==> src/rtl/aes_serial_frontend.sv <==
// aes_serial_frontend: multi-lane serial host front end for an AES core.
// Receives an 8-bit header, a 128-bit block and a 32*NK-bit key, LSB first,
// on LANES bits per clock while cs is high. It launches one core operation
// through a start/done handshake and then shifts the 128-bit result out on mosi.
// Optional build macro AES_FE_KEY_RETAIN_EN: when it is defined, header bit1
// skips the key phase and reuses the key of the previous launch.
module aes_serial_frontend #(
    parameter int NK    = 4,
    parameter int LANES = 1
) (
    input  logic              clk,
    input  logic              rst,
    input  logic              cs,
    input  logic [LANES-1:0]  miso,
    output logic [LANES-1:0]  mosi,
    output logic              core_start,
    output logic              core_decrypt,
    output logic [127:0]      core_data,
    output logic [32*NK-1:0]  core_key,
    input  logic [127:0]      core_result,
    input  logic              core_done,
    output logic              busy,
    output logic              frame_err
);

    localparam int KW         = 32 * NK;
    localparam int CW         = 9;
    localparam int HDR_BEATS  = 8 / LANES;
    localparam int DATA_BEATS = 128 / LANES;
    localparam int KEY_BEATS  = KW / LANES;
    localparam int TX_BEATS   = 128 / LANES;

    localparam logic [CW-1:0] HDR_LAST  = CW'(HDR_BEATS - 1);
    localparam logic [CW-1:0] DATA_LAST = CW'(DATA_BEATS - 1);
    localparam logic [CW-1:0] KEY_LAST  = CW'(KEY_BEATS - 1);
    localparam logic [CW-1:0] TX_LAST   = CW'(TX_BEATS - 1);

    typedef enum logic [2:0] {
        S_IDLE,
        S_RX_HDR,
        S_RX_DATA,
        S_RX_KEY,
        S_WAIT_CORE,
        S_READY,
        S_TX
    } state_t;

    state_t          state_q, state_d;
    logic [CW-1:0]   cnt_q, cnt_d;
    logic            dec_q, dec_d;
    logic [127:0]    rx_data_q, rx_data_d;
    logic [KW-1:0]   rx_key_q, rx_key_d;
    logic            core_dec_q, core_dec_d;
    logic [127:0]    core_data_q, core_data_d;
    logic [KW-1:0]   core_key_q, core_key_d;
    logic [127:0]    tx_q, tx_d;
    logic            armed_q, armed_d;
    logic            start_q, start_d;
    logic            err_q, err_d;

    logic [127:0]    data_shift;
    logic [KW-1:0]   key_shift;
    logic [127:0]    tx_shift;
    logic            skip_key;

    // New beats enter at the top so that after a full field the first beat sits at bit 0.
    assign data_shift = {miso, rx_data_q[127:LANES]};
    assign key_shift  = {miso, rx_key_q[KW-1:LANES]};
    assign tx_shift   = {{LANES{1'b0}}, tx_q[127:LANES]};

`ifdef AES_FE_KEY_RETAIN_EN
    localparam int B1_IDX = (LANES > 1) ? 1 : 0;
    logic keep_q, keep_d;
    assign skip_key = keep_q;
`else
    assign skip_key = 1'b0;
`endif

    assign core_start   = start_q;
    assign core_decrypt = core_dec_q;
    assign core_data    = core_data_q;
    assign core_key     = core_key_q;
    assign busy         = (state_q != S_IDLE);
    assign frame_err    = err_q;
    assign mosi         = (state_q == S_READY || state_q == S_TX) ? tx_q[LANES-1:0] : '0;

    // State, counters, shift and holding registers.
    always_ff @(posedge clk or negedge rst) begin
        if (!rst) begin
            state_q     <= S_IDLE;
            cnt_q       <= '0;
            dec_q       <= 1'b0;
            rx_data_q   <= '0;
            rx_key_q    <= '0;
            core_dec_q  <= 1'b0;
            core_data_q <= '0;
            core_key_q  <= '0;
            tx_q        <= '0;
            armed_q     <= 1'b0;
            start_q     <= 1'b0;
            err_q       <= 1'b0;
`ifdef AES_FE_KEY_RETAIN_EN
            keep_q      <= 1'b0;
`endif
        end else begin
            state_q     <= state_d;
            cnt_q       <= cnt_d;
            dec_q       <= dec_d;
            rx_data_q   <= rx_data_d;
            rx_key_q    <= rx_key_d;
            core_dec_q  <= core_dec_d;
            core_data_q <= core_data_d;
            core_key_q  <= core_key_d;
            tx_q        <= tx_d;
            armed_q     <= armed_d;
            start_q     <= start_d;
            err_q       <= err_d;
`ifdef AES_FE_KEY_RETAIN_EN
            keep_q      <= keep_d;
`endif
        end
    end

    // Frame sequencing: receive, launch, wait for the core, transmit, abort on early cs drop.
    always_comb begin
        state_d     = state_q;
        cnt_d       = cnt_q;
        dec_d       = dec_q;
        rx_data_d   = rx_data_q;
        rx_key_d    = rx_key_q;
        core_dec_d  = core_dec_q;
        core_data_d = core_data_q;
        core_key_d  = core_key_q;
        tx_d        = tx_q;
        armed_d     = armed_q;
        start_d     = 1'b0;
        err_d       = 1'b0;
`ifdef AES_FE_KEY_RETAIN_EN
        keep_d      = keep_q;
`endif

        unique case (state_q)
            S_IDLE: begin
                if (cs) begin
                    // Header bit0 always arrives on beat 0, lane 0.
                    dec_d = miso[0];
`ifdef AES_FE_KEY_RETAIN_EN
                    keep_d = (LANES > 1) ? miso[B1_IDX] : 1'b0;
`endif
                    if (HDR_BEATS == 1) begin
                        state_d = S_RX_DATA;
                        cnt_d   = '0;
                    end else begin
                        state_d = S_RX_HDR;
                        cnt_d   = CW'(1);
                    end
                end
            end

            S_RX_HDR: begin
                if (!cs) begin
                    err_d   = 1'b1;
                    cnt_d   = '0;
                    state_d = S_IDLE;
                end else begin
`ifdef AES_FE_KEY_RETAIN_EN
                    if (LANES == 1 && cnt_q == CW'(1)) begin
                        keep_d = miso[0];
                    end
`endif
                    if (cnt_q == HDR_LAST) begin
                        cnt_d   = '0;
                        state_d = S_RX_DATA;
                    end else begin
                        cnt_d = cnt_q + CW'(1);
                    end
                end
            end

            S_RX_DATA: begin
                if (!cs) begin
                    err_d   = 1'b1;
                    cnt_d   = '0;
                    state_d = S_IDLE;
                end else begin
                    rx_data_d = data_shift;
                    if (cnt_q == DATA_LAST) begin
                        cnt_d = '0;
                        if (skip_key) begin
                            // Launch straight from the data phase; core_key keeps the previous key.
                            core_data_d = data_shift;
                            core_dec_d  = dec_q;
                            start_d     = 1'b1;
                            state_d     = S_WAIT_CORE;
                        end else begin
                            state_d = S_RX_KEY;
                        end
                    end else begin
                        cnt_d = cnt_q + CW'(1);
                    end
                end
            end

            S_RX_KEY: begin
                if (!cs) begin
                    err_d   = 1'b1;
                    cnt_d   = '0;
                    state_d = S_IDLE;
                end else begin
                    rx_key_d = key_shift;
                    if (cnt_q == KEY_LAST) begin
                        cnt_d       = '0;
                        core_data_d = rx_data_q;
                        core_key_d  = key_shift;
                        core_dec_d  = dec_q;
                        start_d     = 1'b1;
                        state_d     = S_WAIT_CORE;
                    end else begin
                        cnt_d = cnt_q + CW'(1);
                    end
                end
            end

            S_WAIT_CORE: begin
                if (core_done) begin
                    tx_d    = core_result;
                    armed_d = 1'b0;
                    cnt_d   = '0;
                    state_d = S_READY;
                end
            end

            S_READY: begin
                // The host must release cs at least once before the read frame starts.
                if (!cs) begin
                    armed_d = 1'b1;
                end else if (armed_q) begin
                    cnt_d   = '0;
                    state_d = S_TX;
                end
            end

            S_TX: begin
                if (!cs) begin
                    err_d   = 1'b1;
                    cnt_d   = '0;
                    state_d = S_IDLE;
                end else begin
                    tx_d = tx_shift;
                    if (cnt_q == TX_LAST) begin
                        cnt_d   = '0;
                        state_d = S_IDLE;
                    end else begin
                        cnt_d = cnt_q + CW'(1);
                    end
                end
            end

            default: begin
                cnt_d   = '0;
                state_d = S_IDLE;
            end
        endcase
    end

endmodule

==> config.mk <==
export PLATFORM = sky130hd
export DESIGN_NAME = aes_serial_frontend
export DESIGN_NICKNAME = d
export VERILOG_FILES = /design/src/rtl/aes_serial_frontend.sv
export SDC_FILE = /design/constraint.sdc
export NUM_CORES = 1
export LEC_CHECK = 0
export CELL_PAD_IN_SITES_DETAIL_PLACEMENT = 0
export CELL_PAD_IN_SITES_GLOBAL_PLACEMENT = 1
export CORE_AREA = 5 5 199 394
export CTS_BUF_LIST = sky130_fd_sc_hd__clkbuf_4
export CTS_CLUSTER_SIZE = 28
export DETAILED_ROUTE_END_ITERATION = 10
export DIE_AREA = 0 0 204 399
export PLACE_DENSITY = 0.79
export SLEW_MARGIN = 25
export SYNTH_ARGS = -nofsm -noshare
export SYNTH_HDL_FRONTEND = slang
export SYNTH_SLANG_ARGS = --single-unit
==> constraint.sdc <==
create_clock -name clk -period 1.9 [get_ports clk]
set_input_delay 0.19 -clock clk [delete_from_list [all_inputs] [get_ports clk]]
set_output_delay 0.19 -clock clk [all_outputs]
set_load 0.01 [all_outputs]
==> impl_metrics.toml <==
[run_status]
status = "complete, but fails checks"
violations = "setup timing"

[finish]
final_nets = 2716
area_growth_pct = 40.5
fin_util_pct = 49.0
drive_above_1_share_pct = 48.4
stdcell_area_um2 = 36600
final_cells = 3701

[timing]
rsz0062_at_grt = "true"
hold_viol = 0
worst_clock_skew_ps = 61.6
slew-limit-headroom_pct = 69.7
finalWorstSetupSlack_ps = -358
worst_slew_pin_slew_ps = 454
slew_viol_final = 0
setup_viol = 297
fin_crit_ps = 2260
whs_ps = 211
max_freq_ghz = 0.443
finalCritPeriodShare_pct = 119

[floorplan]
fp.dieW_um = 204
fp-row-count = 142
ios = 394
initial_utilization_pct = 34.8
dieHeight_um = 399
dieArea_um2 = 81400
core-area_um2 = 74800

[power]
p_seq_share_pct = 49.1
p_int_uw = 23700
power_density_nw_per_um2 = 901
leakage_uw = 0.0200
p_clk_share_pct = 33.8
p_comb_share_pct = 17.1
swShare_pct = 28.0
irDropWorstVdd_mv = 0.702
power_switching_uw = 9250

[routing]
finalWirelength_um = 72500
wire_per_inst_um = 19.6
first_pass_iters = 4
drc = 0
via_count = 17300
antenna_left = 0
drt_iter0_markers = 564
via_per_inst = 4.67

[run]
maxCapViolCount = 0

[place]
io_buffers = 393
dpl.cell_count = 3168
gp_congestion = 0.782
place_worst_setup_slack_ps = -267
placed_cell_area_um2 = 32100
dp_hpwl_um = 44800

[setup_path]
worstPathArrival_ps = 3080
crit_type = "reg -> reg"
path_max_fanout = 8
startpoint_type = "register"
required_ps = 2720
crit_path_end_kind = "register"
ff2ff_path_depth = 9
rrSetupSlack_ps = -360

[min_path]
holdPathStages = 2
worstHoldPathType = "in -> reg"

[synth]
synth_simple_gate_area_share_pct = 2.81
syn-num-nets = 1881
syn_avg_cell_area_um2 = 14.9
synth-main-ff-cell = "dfrtp_1"
syn_area_um2 = 26100
synth-edff-count = 0
synth_seq_cells = 656
synth.mux.area_fraction_pct = 28.5
synthXorXnorAreaFrac_pct = 0.0336
netlist_instances = 1747
synth_area_leader_cell = "dfrtp_1"
synth_compound_area_share_pct = 3.38
synth.most_common_cell = "dfrtp_1"
synth_common_cells = "dfrtp_1 (656), mux2_2 (414), nand2_1 (143), o21ai_0 (133), mux2i_1 (127)"
synthArstFlopShare_pct = 100
yosys_warnings = 0
yosys.cell_types.count = 42
synth.area.top_cells = "dfrtp_1 (63%), mux2_2 (18%), mux2_4 (5.8%)"
synth_fa_ha_area_share_pct = 0.0480
yosysSeqAreaShare_pct = 63.0
synth_top_family_by_area = "multiplexers"
synth_top_area_share_pct = 63.0

[global_route]
grt_pass1_wl_um = 108000
grt-ovfl-total = 0
grt_usage_pct = 16.8
antenna_found_initial = 2
grt_max_degree = 81
grt.busiest_layer = "met2"
use_met2_pct = 29.8
grt_use_met3_pct = 5.06
grt_pass1_vias = 19400
use_met1_pct = 18.0

[clocking]
clk_pin_slew_ps = 70
cts_tree = "done"
cts_htree_levels = 4
cts_buffer_depth = 3
clock_latency_ps = 990
numCtsBuffers = 149
clock_sinks = 656
cts_root_buffer = "clkbuf_4"
[placed cells by master, fill, tap and decap left out, types with 27 or more instances in the layout]
cell type / n
dlygate4sd3_1: 132
clkinv_1: 27
dfrtp_1: 654
o21ai_0: 130
clkbuf_4: 213
buf_4: 142
mux2i_1: 126
clkdlybuf4s50_1: 131
mux2_4: 150
nand2_1: 138
buf_6: 35
mux2_2: 364
buf_2: 245
buf_12: 47
[final timing paths]
path	endpoint	from
worst max-delay path	core_key[120]	cnt_q[0]
worst min-delay path	core_key[127]	miso
worst max register to register	core_key[120]	cnt_q[0]
worst min register to register	tx_q[63]	tx_q[63]
max in group asynchronous	core_data[33]	rst
min in group asynchronous	core_data[73]	rst
[flip-flops by register name, indices dropped and copies added (netlist names)]
name and cells:
state_q 3, tx_q 128, dec_q 1, rx_key_q 127, core_key 128, armed_q 1
cnt_q 9, core_data 128, core_start 1, rx_data_q 128, frame_err 1, core_decrypt 1
[routing by layer]
metal / vias to the layer above / routed length (um)
li1: 7918 / -
met1: 8670 / 27100
met2: 531 / 37900
met3: 156 / 4740
met4: 0 / 2750
met5: - / 0
[power by group through the flow]
stage | Clock, uW | Combinational [uW] | Sequential [uW]
finish | 11100 | 5640 | 16200
global route | 12300 | 6240 | 16400
CTS | 11600 | 4900 | 16200
detailed placement | 0 | 4480 | 16400
global placement | 0 | 4300 | 16400
floorplan | 0 | 2620 | 16200
[worst max-delay path: stages, from the launching register on]
cell and delay (ps):
dfrtp_1 400, ha_4 160, nand2_4 60, nor4b_4 300, nand4_1 210, buf_12 210
buf_12 150, buf_16 160, buf_12 160, mux2_4 290
[cell families (layout without fill, tap and decap cells)]
group,after synthesis,count (layout)
AO/OA/AOI/OAI,162,162
XOR/XNOR,1,1
adder cells (fa/ha/maj),1,1
buffers and inverters,111,1055
flip-flops,656,656
multiplexers,641,641
other,0,2
AND/OR/NAND/NOR,175,175
[final cells by class]
cell class | instances | area [um2]
fill | 6430 | 38200
multi-input combinational | 980 | 9440
antenna | 2 | 5.00
clock buffer | 213 | 1600
inverter | 4 | 41.3
timing repair buffer | 791 | 7590
clock inverter | 47 | 287
sequential | 656 | 16400
tap | 1008 | 1260
[per-stage QoR]
| stage | power (uW) | TNS [ps] |
|---|---|---|
| after floorplan | 18800 | -5440 |
| after global placement | 20700 | -72590 |
| after detailed placement | 20900 | -74720 |
| after CTS | 32700 | -72420 |
| after global routing | 34900 | -80510 |
| final | 33000 | -61150 |
[repair_timing]
| action | CTS | global route |
|---|---|---|
| pin swaps | 6 | 10 |
| setup buffers | 75 | 32 |
| cloned | 11 | 29 |
| resized for setup | 1160 | 110 |
| hold buffers | 133 | 0 |
| hold endpoints to repair | 790 | 0 |
| setup endpoints to repair | 520 | 479 |
No activity file was read; power rests on OpenSTA's default activity.
